## src/rtl/fifo_cmd_pkg.sv

```systemverilog
// Shared opcodes, response codes and FSM state encoding for the UART-to-FIFO command sequencer.
package fifo_cmd_pkg;

    localparam logic [7:0] OP_WRITE    = 8'h30;
    localparam logic [7:0] OP_READ     = 8'h31;
    localparam logic [7:0] OP_STATUS   = 8'h32;
    localparam logic [7:0] OP_READ_ALL = 8'h33;

    localparam logic [7:0] RSP_ACK = 8'h06;
    localparam logic [7:0] RSP_NAK = 8'h15;

    typedef enum logic [2:0] {
        StIdle,
        StWaitData,
        StPop,
        StPopLat,
        StSend,
        StSendWait
    } state_e;

    // Status byte: {overrun, full, empty, occupancy[4:0]}.
    function automatic logic [7:0] status_byte(logic ovr, logic full, logic empty,
                                               logic [4:0] cnt);
        return {ovr, full, empty, cnt};
    endfunction

endpackage

```

## src/rtl/fifo_cmd_timeout.sv

```systemverilog
// Loadable down-counter bounding the wait for the data byte that follows a WRITE opcode.
module fifo_cmd_timeout #(
    parameter int unsigned TIMEOUT_CYC = 1041670
) (
    input  logic clk,
    input  logic rst,
    input  logic load,
    input  logic en,
    output logic expire
);

    localparam int unsigned W = (TIMEOUT_CYC > 1) ? $clog2(TIMEOUT_CYC) : 1;
    localparam logic [W-1:0] LOAD_VAL = W'(TIMEOUT_CYC - 1);

    logic [W-1:0] cnt_q;

    always_ff @(posedge clk) begin
        if (rst) begin
            cnt_q <= '0;
        end else if (load) begin
            cnt_q <= LOAD_VAL;
        end else if (en && (cnt_q != '0)) begin
            cnt_q <= cnt_q - 1'b1;
        end
    end

    // Fires on the TIMEOUT_CYC-th enabled cycle after a load.
    assign expire = en && (cnt_q == '0);

endmodule

```

## src/rtl/fifo_cmd_sequencer.sv

```systemverilog
// Decodes UART opcodes, sequences FIFO pushes/pops and returns response bytes over UART TX.
module fifo_cmd_sequencer
    import fifo_cmd_pkg::*;
#(
    parameter int unsigned DEPTH       = 7,
    parameter int unsigned CNT_W       = 3,
    parameter int unsigned TIMEOUT_CYC = 1041670
) (
    input  logic             clk,
    input  logic             rst,
    input  logic             rx_valid,
    input  logic [7:0]       rx_data,
    output logic             tx_start,
    output logic [7:0]       tx_data,
    input  logic             tx_busy,
    input  logic             fifo_full,
    input  logic             fifo_empty,
    input  logic [CNT_W-1:0] fifo_count,
    output logic             fifo_wr_en,
    output logic [7:0]       fifo_wr_data,
    output logic             fifo_rd_en,
    input  logic [7:0]       fifo_rd_data,
    output logic             overrun
);

    state_e     state_q, state_d;
    logic [7:0] tx_data_q, tx_data_d;
    logic       tx_start_q, tx_start_d;
    logic       wr_en_q, wr_en_d;
    logic [7:0] wr_data_q, wr_data_d;
    logic       rd_en_q, rd_en_d;
    logic       overrun_q, overrun_d;
    logic       burst_q, burst_d;
    logic       rd_pend_q, rd_pend_d;
    logic       to_load, to_en, to_expire;

    fifo_cmd_timeout #(
        .TIMEOUT_CYC (TIMEOUT_CYC)
    ) u_timeout (
        .clk    (clk),
        .rst    (rst),
        .load   (to_load),
        .en     (to_en),
        .expire (to_expire)
    );

    always_comb begin
        state_d    = state_q;
        tx_data_d  = tx_data_q;
        tx_start_d = 1'b0;
        wr_en_d    = 1'b0;
        wr_data_d  = wr_data_q;
        rd_en_d    = 1'b0;
        overrun_d  = overrun_q;
        burst_d    = burst_q;
        rd_pend_d  = rd_pend_q;
        to_load    = 1'b0;
        to_en      = 1'b0;

        unique case (state_q)
            StIdle: begin
                if (rx_valid) begin
                    case (rx_data)
                        OP_WRITE: begin
                            to_load = 1'b1;
                            state_d = StWaitData;
                        end
                        OP_READ: begin
                            if (fifo_empty) begin
                                tx_data_d = RSP_NAK;
                                state_d   = StSend;
                            end else begin
                                state_d = StPop;
                            end
                        end
                        OP_STATUS: begin
                            tx_data_d = status_byte(overrun_q, fifo_full, fifo_empty,
                                                    5'(fifo_count));
                            overrun_d = 1'b0;
                            state_d   = StSend;
                        end
                        OP_READ_ALL: begin
                            if (fifo_empty) begin
                                tx_data_d = RSP_NAK;
                                state_d   = StSend;
                            end else begin
                                burst_d = 1'b1;
                                state_d = StPop;
                            end
                        end
                        default: begin
                            tx_data_d = RSP_NAK;
                            state_d   = StSend;
                        end
                    endcase
                end
            end
            StWaitData: begin
                to_en = 1'b1;
                // A byte arriving on the expiry cycle still counts as the data byte.
                if (rx_valid) begin
                    if (fifo_full) begin
                        tx_data_d = RSP_NAK;
                    end else begin
                        wr_en_d   = 1'b1;
                        wr_data_d = rx_data;
                        tx_data_d = RSP_ACK;
                    end
                    state_d = StSend;
                end else if (to_expire) begin
                    tx_data_d = RSP_NAK;
                    state_d   = StSend;
                end
            end
            StPop: begin
                rd_en_d   = 1'b1;
                rd_pend_d = 1'b1;
                state_d   = StPopLat;
            end
            StPopLat: begin
                state_d = StSend;
            end
            StSend: begin
                // The strobe is registered, so popped data lands one cycle after POP_LAT.
                if (rd_pend_q) begin
                    tx_data_d = fifo_rd_data;
                    rd_pend_d = 1'b0;
                end
                tx_start_d = 1'b1;
                state_d    = StSendWait;
            end
            StSendWait: begin
                // tx_start_q marks the pulse cycle, before tx_busy has had a chance to rise.
                if (!tx_start_q && !tx_busy) begin
                    if (burst_q && !fifo_empty) begin
                        state_d = StPop;
                    end else begin
                        burst_d = 1'b0;
                        state_d = StIdle;
                    end
                end
            end
            default: begin
                state_d = StIdle;
            end
        endcase

        if (rx_valid && (state_q inside {StPop, StPopLat, StSend, StSendWait})) begin
            overrun_d = 1'b1;
        end
    end

    always_ff @(posedge clk) begin
        if (rst) begin
            state_q    <= StIdle;
            tx_data_q  <= '0;
            tx_start_q <= 1'b0;
            wr_en_q    <= 1'b0;
            wr_data_q  <= '0;
            rd_en_q    <= 1'b0;
            overrun_q  <= 1'b0;
            burst_q    <= 1'b0;
            rd_pend_q  <= 1'b0;
        end else begin
            state_q    <= state_d;
            tx_data_q  <= tx_data_d;
            tx_start_q <= tx_start_d;
            wr_en_q    <= wr_en_d;
            wr_data_q  <= wr_data_d;
            rd_en_q    <= rd_en_d;
            overrun_q  <= overrun_d;
            burst_q    <= burst_d;
            rd_pend_q  <= rd_pend_d;
        end
    end

    // Strobes are masked by rst so an aborted command never leaks a pulse.
    assign tx_start     = tx_start_q & ~rst;
    assign fifo_wr_en   = wr_en_q & ~rst;
    assign fifo_rd_en   = rd_en_q & ~rst;
    assign tx_data      = tx_data_q;
    assign fifo_wr_data = wr_data_q;
    assign overrun      = overrun_q;

    assert property (@(posedge clk) disable iff (rst) !(fifo_wr_en && fifo_rd_en));
    assert property (@(posedge clk) disable iff (rst) 32'(fifo_count) <= DEPTH);

endmodule

```

## config.mk

```make
export PLATFORM = sky130hd
export DESIGN_NAME = fifo_cmd_sequencer
export DESIGN_NICKNAME = d
export VERILOG_FILES = /design/src/rtl/fifo_cmd_pkg.sv /design/src/rtl/fifo_cmd_timeout.sv /design/src/rtl/fifo_cmd_sequencer.sv
export SDC_FILE = /design/constraint.sdc
export NUM_CORES = 1
export LEC_CHECK = 0
export ABC_AREA = 1
export CAP_MARGIN = 5
export CORE_ASPECT_RATIO = 1.25
export CORE_MARGIN = 8
export CORE_UTILIZATION = 48
export CTS_BUF_LIST = sky130_fd_sc_hd__clkbuf_4 sky130_fd_sc_hd__clkbuf_8 sky130_fd_sc_hd__clkbuf_16
export CTS_CLUSTER_DIAMETER = 100
export DETAILED_ROUTE_END_ITERATION = 7
export GPL_TIMING_DRIVEN = 0
export HOLD_SLACK_MARGIN = 0.02
export PLACE_DENSITY = 0.87
export SETUP_SLACK_MARGIN = 0.02
export SLEW_MARGIN = 15
export SYNTH_ARGS = -nofsm -noshare
export SYNTH_HDL_FRONTEND = slang
export SYNTH_SLANG_ARGS = --single-unit
```

## constraint.sdc

```tcl
create_clock -name clk -period 1.5 [get_ports clk]
set_input_delay 0.45 -clock clk [delete_from_list [all_inputs] [get_ports clk]]
set_output_delay 0.45 -clock clk [all_outputs]
set_load 0.05 [all_outputs]
```

**Word level (Yosys, flattened, before mapping)**

Index checks and enable logic that the tools add are counted.

- Register bits after elaboration: 45
- Input bits: 25
- Output and inout port bits: 20
- Word-level logic and storage cells: 100

- $add $sub $neg: 1
- Equal/unequal tests: 18
- Muxes and demuxes: 36
- Bitwise operators: 7
- Reduce and logical (&&, ||, !) cells: 27

Operator list:

| kind | count |
|---|---|
| $pmux W8 S3 | 2 |
| $mux W20 | 2 |
| $mux W8 | 5 |
| $eq A8 B6 Y1 const B | 4 |
| $logic_not A20 Y1 | 1 |
| $reduce_bool A20 Y1 | 1 |
| $sub A20 B1 Y20 const B | 1 |
| $pmux W3 S6 | 1 |
| $mux W1 | 16 |
| $mux W3 | 5 |
| $ne A2 B2 Y1 const B | 6 |
| $reduce_and A6 Y1 | 2 |
| $reduce_bool A2 Y1 | 6 |
| $reduce_and A3 Y1 | 3 |
| $eq A3 B2 Y1 const B | 2 |
| $eq A3 B3 Y1 const B | 2 |
| $ne A3 B3 Y1 const B | 2 |
| $pmux W3 S2 | 1 |
| $logic_and A1 B1 Y1 | 5 |
| $mux W5 | 1 |
| $not A1 Y1 | 4 |
| $pmux W1 S2 | 2 |
| $reduce_bool A4 Y1 | 1 |
| $reduce_or A2 Y1 | 2 |
| other kinds (8) | 12 |

**Logic depth before layout (Yosys ltp)**

Gate-level depths: netlist of the first run.

- Depth after elaboration: 6
- Gate-level depth with buffers: 12
- Mapped depth without buffers: 11

**Hierarchy**

Synthesis of the first run repeated with hierarchy kept, for this count alone.

- Cell total of the unflattened synthesis: 436
- Area, all modules: 2,716.4 µm²

Modules (own cells, without submodules):

| module | instances | cells an instance | area each (µm²) | sequential area each (µm²) |
|---|---|---|---|---|
| fifo_cmd_timeout | 1 | 227 | 1,358.8 | 400.4 |
| fifo_cmd_sequencer | 1 | 209 | 1,357.6 | 500.5 |

**Worst setup path before layout of the first run**

OpenSTA, ideal clock, no wires.

- Path type: input -> output
- Start: in rst
- End: out fifo_rd_en
- Data arrival time: 1.486 ns
- Data required time: 1.050 ns
- Setup slack: -0.436 ns
- Stages on the path: 3
- Path buffers: 2
- Cells stage by stage: clkbuf_1 > clkbuf_1 > nor2_1

- Word-level cells in the longest chain between the ends: 2

Ends and longest elaborated chain:

| what | RTL line | RTL |
|---|---|---|
| start: declaration | fifo_cmd_sequencer.sv:10 | `input logic rst,` |
| $not A1 Y1 | fifo_cmd_sequencer.sv:180 | `assign fifo_rd_en = rd_en_q & ~rst;` |
| $and A1 B1 Y1 | fifo_cmd_sequencer.sv:180 |  |
| end: declaration | fifo_cmd_sequencer.sv:21 | `output logic fifo_rd_en,` |

Every way passes these cells.

**Worst setup path in the final report of the first run**

- Start: reg u_timeout.cnt_q[17]
- End: reg u_timeout.cnt_q[18]

- Word-level cells in the longest chain between the ends: 3
- Elaborated cells between the ends (all ways): 6
- Classes of those cells: add/sub (1); mux (2); reduce/logical (3)

Ends and longest elaborated chain:

| what | RTL line | RTL |
|---|---|---|
| start: declaration | fifo_cmd_timeout.sv:15 | `logic [W-1:0] cnt_q;` |
| start signal: assignment | fifo_cmd_timeout.sv:23 | `cnt_q <= cnt_q - 1'b1;` |
| $sub A20 B1 Y20 / $reduce_bool A20 Y1 (equally long branches) | fifo_cmd_timeout.sv:23, fifo_cmd_timeout.sv:22 |  |
| $mux W20 / $logic_and A1 B1 Y1 (equally long branches) | fifo_cmd_timeout.sv:22 | `end else if (en && (cnt_q != '0)) begin` |
| $mux W20 / $reduce_bool A2 Y1 (equally long branches) | - |  |

Parallel ways exist; a longest one is shown, timed or not. The select of a mux whose other input is x is not followed.
A chain may end at the register's enable or synchronous reset.

==> results.sh, run 1 <==
export IMPL_grt_pass1_vias=3256
export IMPL_fin_ws_ns=-0.0466
export IMPL_gr_total_overflow=0
export IMPL_ant_nets=0
export IMPL_fin_skew_ns=0.0144
export IMPL_start_util=0.488
export IMPL_drtIter0Drc=204
export IMPL_path_clk_slew_ns=0.10
export IMPL_cts_buffer_depth=2
export IMPL_ys_flop_type="dfxtp_1"
export IMPL_syn_avg_cell_area_um2=6.30
export IMPL_ioPinCount=45
export IMPL_rows=30
export IMPL_setup_violations=13
export IMPL_grt_antenna_before_repair=0
export IMPL_path_class="flop to flop"
export IMPL_startpoint_type="flop"
export IMPL_period_share=1.03
export IMPL_synth_top_cell_area_share=0.344
export IMPL_timing_fmax_mhz=647
export IMPL_via_per_inst=5.65
export IMPL_portBuffers=43
export IMPL_drv_cap=0
export IMPL_synth_most_common_cell="nor2_1"
export IMPL_rsz0062_at_grt="true"
export IMPL_cts_num_sinks=45
export IMPL_fin_crit_ns=1.55
export IMPL_routed_wl_mm=9.00
export IMPL_critPathRequiredTime_ns=1.76
export IMPL_track_usage=0.215
export IMPL_drv_slew=0
export IMPL_reg2reg_to="u_timeout.cnt_q[18]$_SDFFE_PP0P_"
export IMPL_layout_nets=522
export IMPL_clock_latency_ns=0.31
export IMPL_worstMarginPinSlew_ns=0.465
export IMPL_first_pass_iters=5
export IMPL_end_kind="flop"
export IMPL_yosys_area_top_type="dfxtp_1"
export IMPL_r2r_slack_ns=-0.05
export IMPL_ys_seq_elements=45
export IMPL_cts_buffers=5
export IMPL_netlist_instances=416
export IMPL_crit_family="simple AND/OR/NAND/NOR gates"
export IMPL_ys_seq_area_frac=0.344
export IMPL_gp_congestion=0.935
export IMPL_hold_violations=0
export IMPL_ys_types=33
export IMPL_drc=0
export IMPL_hp_start="rst"
export IMPL_synth_edf_count=0
export IMPL_wire_per_inst_um=16.0
export IMPL_antennaDiodeCount=0
export IMPL_cts_max_level=2
export IMPL_design_area_um2=3840
export IMPL_hold_path_class="input port to flop"
export IMPL_arrival_ns=1.81
export IMPL_syn_num_nets=442
export IMPL_worstPathMaxFanout=5
export IMPL_async_flop_share=0
export IMPL_syn_to_final_growth_pct=46.8
export IMPL_slew_headroom=0.690
export IMPL_hold_depth=2
export IMPL_r2r_start="u_timeout.cnt_q[17]$_SDFFE_PP0P_"
export IMPL_synth_common_cells="nor2_1, nand2_1, dfxtp_1, inv_1, nand3_1"
export IMPL_die_x_um=82.1
export IMPL_netlist_area_um2=2620
export IMPL_cts_root_buffer="clkbuf_8"
export IMPL_holdPathEnd="u_timeout.cnt_q[2]$_SDFFE_PP0P_"
export IMPL_failed_checks="setup timing"
export IMPL_dieArea_um2=8090
export IMPL_outcome="finished, violations left"
export IMPL_dp_hpwl_mm=5.47
export IMPL_r2r_cells=11
export IMPL_grt_pass1_wl_mm=14.1
export IMPL_max_stage_delay_ns=0.36
export IMPL_route_vias_total=3169
export IMPL_die_h_um=98.6
export IMPL_dpl_instance_area_um2=3180
export IMPL_cp_num_buf_inv=3
export IMPL_cp_cell_sequence="nor2_2, nand2_1, nor2_4, nand3_4, nand2_4, buf_12, buf_12, nand3_2, nand3_2, nand2_1, inv_1"
export IMPL_synth_area_leaders="dfxtp_1, nor2_1, nand2_1, nand3_1, inv_1"
export IMPL_core_area_um2=5370
export IMPL_cp_slowest_cell="dfxtp_1"
export IMPL_cts_tree="done"
export IMPL_grt_max_degree=14
export IMPL_yosysWarnings=0
export IMPL_drive_gt1_frac=0.344
registers in the layout, indices dropped and copies added (netlist names), 3 cells and up:
register	count
state_q	3
fifo_wr_data	8
tx_data	8
u_timeout.cnt_q	20
worst max path at each step:
| stage | start | to | slack [ns] | depth (start not counted) |
|---|---|---|---|---|
| 6_report | u_timeout.cnt_q[17]$_SDFFE_PP0P_ | u_timeout.cnt_q[18]$_SDFFE_PP0P_ | -0.05 | 11 |
| 2_1_floorplan | rst | fifo_rd_en | 0.02 | 3 |
| 4_1_cts | rst | fifo_wr_en | -0.001 | 4 |
| 3_3_place_gp | rst | fifo_wr_en | -0.65 | 4 |
| 5_1_grt | u_timeout.cnt_q[17]$_SDFFE_PP0P_ | u_timeout.cnt_q[15]$_SDFFE_PP0P_ | -0.14 | 9 |
| 3_5_place_dp | rx_data[2] | u_timeout.cnt_q[15]$_SDFFE_PP0P_ | -0.66 | 8 |
metal layers:
layer	global-route usage	routed length, µm	up-vias
met4	0.159	570	0
met1	0.206	3130	1441
li1	-	-	1482
met5	0	0	-
met2	0.376	4650	185
met3	0.0565	647	61
metrics by stage:
stage	std cells	util	worst slack [ns]	TNS, ns	hold slack, ns
after detailed placement	523	0.592	-0.663	-25.45	0.470
after global placement	523	0.592	-0.651	-23.81	0.457
after floorplan	416	-	0.0232	0	0.457
final	561	0.716	-0.0466	-0.270	0.371
after global routing	561	0.716	-0.144	-2.45	0.374
after CTS	556	0.685	-0.00119	-0.00119	0.401
kinds of logic after synthesis:
| group | Yosys count | synth area share |
|---|---|---|
| xor gates and xnor gates | 7 | 0.0234 |
| DFF | 45 | 0.344 |
| buffers and inverters | 56 | 0.0907 |
| and+or+nand+nor | 267 | 0.455 |
| AOI/OAI and AO/OA | 40 | 0.0821 |
| adders and majority gates | 1 | 0.00477 |
placed cells by master, fill, tap and decap left out, types with 9 or more instances in the layout:
cell,Yosys,layout
buf_4,0,22
inv_2,2,9
clkdlybuf4s50_1,0,12
dfxtp_2,0,13
nand2_1,82,73
nor2_2,3,12
buf_2,2,18
dlygate4sd2_1,0,9
inv_1,44,34
dfxtp_1,45,29
nand3_1,44,35
nor2_4,1,17
o21ai_0,16,11
nor2_1,109,84
a21oi_1,18,13
cell type report:
class | count | area, µm²
Timing Repair Buffer | 71 | 604
Fill cell | 398 | 1520
Inverter | 47 | 191
Tap cell | 64 | 80.1
Multi-Input combinational cell | 316 | 1840
Clock buffer | 7 | 83.8
Buffer | 9 | 100
Sequential cell | 45 | 928
Timing Repair inverter | 1 | 7.51
Clock inverter | 1 | 7.51
repair_timing:
action                                  in CTS  in global routing
gates cloned                                 7                  0
gates resized for setup                    165                 89
endpoints found under the setup margin      60                 57
hold endpoints to repair                     0                  0
pin swaps                                   26                 26
hold buffers                                 0                  0
buffers inserted                            18                  6
worst register-to-register path: stages, from the launching register on:
cell and delay [ns]:
dfxtp_1 0.36, nor2_2 0.14, nand2_1 0.12, nor2_4 0.14, nand3_4 0.10, nand2_4 0.11
buf_12 0.13, buf_12 0.13, nand3_2 0.07, nand3_2 0.07, nand2_1 0.06, inv_1 0.07
Power of run 1 is not shown: default switching activity piles up to over one toggle a cycle in this logic, so the estimate is an artifact.
==> run 2: changes to the inputs <==
--- a/config.mk
+++ b/config.mk
@@ -16,6 +16,7 @@
 export GPL_TIMING_DRIVEN = 0
 export HOLD_SLACK_MARGIN = 0.02
 export PLACE_DENSITY = 0.87
+export RECOVER_POWER = 25
 export SETUP_SLACK_MARGIN = 0.02
 export SLEW_MARGIN = 15
 export SYNTH_ARGS = -nofsm -noshare
==> run 2 against run 1 <==
The flow still finishes with violations (setup timing). Cell area down 0.13%. First-iteration DRC count unchanged. Wire length about the same. Sequential cell count unchanged. Worst setup slack worse by 0.0097 ns. Cell count unchanged. Sequential share of layout area about the same. Register-to-register slack about the same. Clock-buffer cell count unchanged. Maximum frequency down 0.63%. Critical path type unchanged. Largest cell class unchanged.
==> results.sh, run 2 (synthesis results as in run 1) <==
export IMPL_outcome="finished, violations left"
export IMPL_failed_checks="setup timing"
export IMPL_grt_pass1_vias=3256
export IMPL_timing_fmax_mhz=643
export IMPL_critPathRequiredTime_ns=1.76
export IMPL_fin_crit_ns=1.56
export IMPL_largest_register="u_timeout.cnt_q"
export IMPL_cp_cell_sequence="nor2_2, nand2_1, nor2_4, nand3_4, nand2_4, buf_12, buf_12, nand3_2, nand3_2, nand2_1, inv_1"
export IMPL_rsz0062_at_grt="true"
export IMPL_design_area_um2=3840
export IMPL_ant_nets=0
export IMPL_final_cell_mix="nor2_1, nand2_1, nand3_1"
export IMPL_drive_gt1_frac=0.344
export IMPL_cts_root_buffer="clkbuf_8"
export IMPL_max_stage_delay_ns=0.35
export IMPL_drtIter0Drc=204
export IMPL_portBuffers=43
export IMPL_hold_path_class="input port to flop"
export IMPL_die_h_um=98.6
export IMPL_slew_headroom=0.685
export IMPL_startpoint_type="flop"
export IMPL_period_share=1.04
export IMPL_die_x_um=82.1
export IMPL_grt_antenna_before_repair=0
export IMPL_start_util=0.488
export IMPL_crit_family="simple AND/OR/NAND/NOR gates"
export IMPL_wire_per_inst_um=16.0
export IMPL_gr_total_overflow=0
export IMPL_path_clk_slew_ns=0.09
export IMPL_ioPinCount=45
export IMPL_routed_wl_mm=9.00
export IMPL_cts_buffers=5
export IMPL_track_usage=0.215
export IMPL_core_area_um2=5370
export IMPL_grt_pass1_wl_mm=14.1
export IMPL_cp_slowest_cell="dfxtp_1"
export IMPL_drv_cap=0
export IMPL_clock_latency_ns=0.31
export IMPL_setup_violations=17
export IMPL_cts_max_level=2
export IMPL_fin_skew_ns=0.0138
export IMPL_dp_worst_setup_slack_ns=-0.663
export IMPL_drv_slew=0
export IMPL_rows=30
export IMPL_worstPathMaxFanout=5
export IMPL_fin_util=0.715
export IMPL_largest_reg_flops=20
export IMPL_drc=0
export IMPL_final_common_cell="nor2_1"
export IMPL_end_kind="flop"
export IMPL_cts_tree="done"
export IMPL_fin_ws_ns=-0.0564
export IMPL_cts_num_sinks=45
export IMPL_gp_congestion=0.935
export IMPL_cts_buffer_depth=2
export IMPL_dieArea_um2=8090
export IMPL_antennaDiodeCount=0
export IMPL_cp_num_buf_inv=3
export IMPL_path_class="flop to flop"
export IMPL_hold_violations=0
export IMPL_layout_nets=522
export IMPL_arrival_ns=1.82
export IMPL_grt_max_degree=14
export IMPL_via_per_inst=5.63
export IMPL_route_vias_total=3160
export IMPL_syn_to_final_growth_pct=46.6
export IMPL_first_pass_iters=5
export IMPL_dp_hpwl_mm=5.47
export IMPL_dpl_instance_area_um2=3180
export IMPL_worstMarginPinSlew_ns=0.473
## run 2: metrics by stage
stage | hold WS [ns] | setup TNS [ns] | instances
after floorplan | 0.457 | 0 | 416
after global placement | 0.457 | -23.81 | 523
after detailed placement | 0.470 | -25.45 | 523
after CTS | 0.401 | -0.00119 | 556
after global routing | 0.374 | -2.48 | 561
final | 0.372 | -0.380 | 561
## run 2: what timing repair did
item / CTS / global route
endpoints found under the setup margin: 60 / 57
gates resized for setup: 165 / 89
setup buffers: 18 / 6
hold buffers: 0 / 0
pin swaps: 26 / 26
gates cloned: 7 / 0
## run 2: path summary, 6_finish.rpt
kind / cells after the start / slack (ns) / to / start
max: 11 / -0.06 / u_timeout.cnt_q[18]$_SDFFE_PP0P_ / u_timeout.cnt_q[17]$_SDFFE_PP0P_
min: 2 / 0.37 / u_timeout.cnt_q[2]$_SDFFE_PP0P_ / rst
max reg2reg: 11 / -0.06 / u_timeout.cnt_q[18]$_SDFFE_PP0P_ / u_timeout.cnt_q[17]$_SDFFE_PP0P_
min reg2reg: 2 / 0.48 / tx_data[7]$_SDFFE_PP0P_ / tx_data[7]$_SDFFE_PP0P_
## run 2: per-layer routing
metal	track usage	up-vias	part of all wire
met5	0	-	0
met4	0.159	0	0.067
met3	0.0565	59	0.071
met2	0.376	175	0.51
met1	0.206	1445	0.35
li1	-	1481	-
## run 2: cell type report
type,count,area [µm²]
Buffer,9,100
Clock buffer,7,83.8
Clock inverter,1,7.51
Fill cell,399,1530
Inverter,47,191
Multi-Input combinational cell,316,1840
Sequential cell,45,928
Tap cell,64,80.1
Timing Repair Buffer,71,604
Timing Repair inverter,1,7.51
Power of run 2 is left out for the same reason.
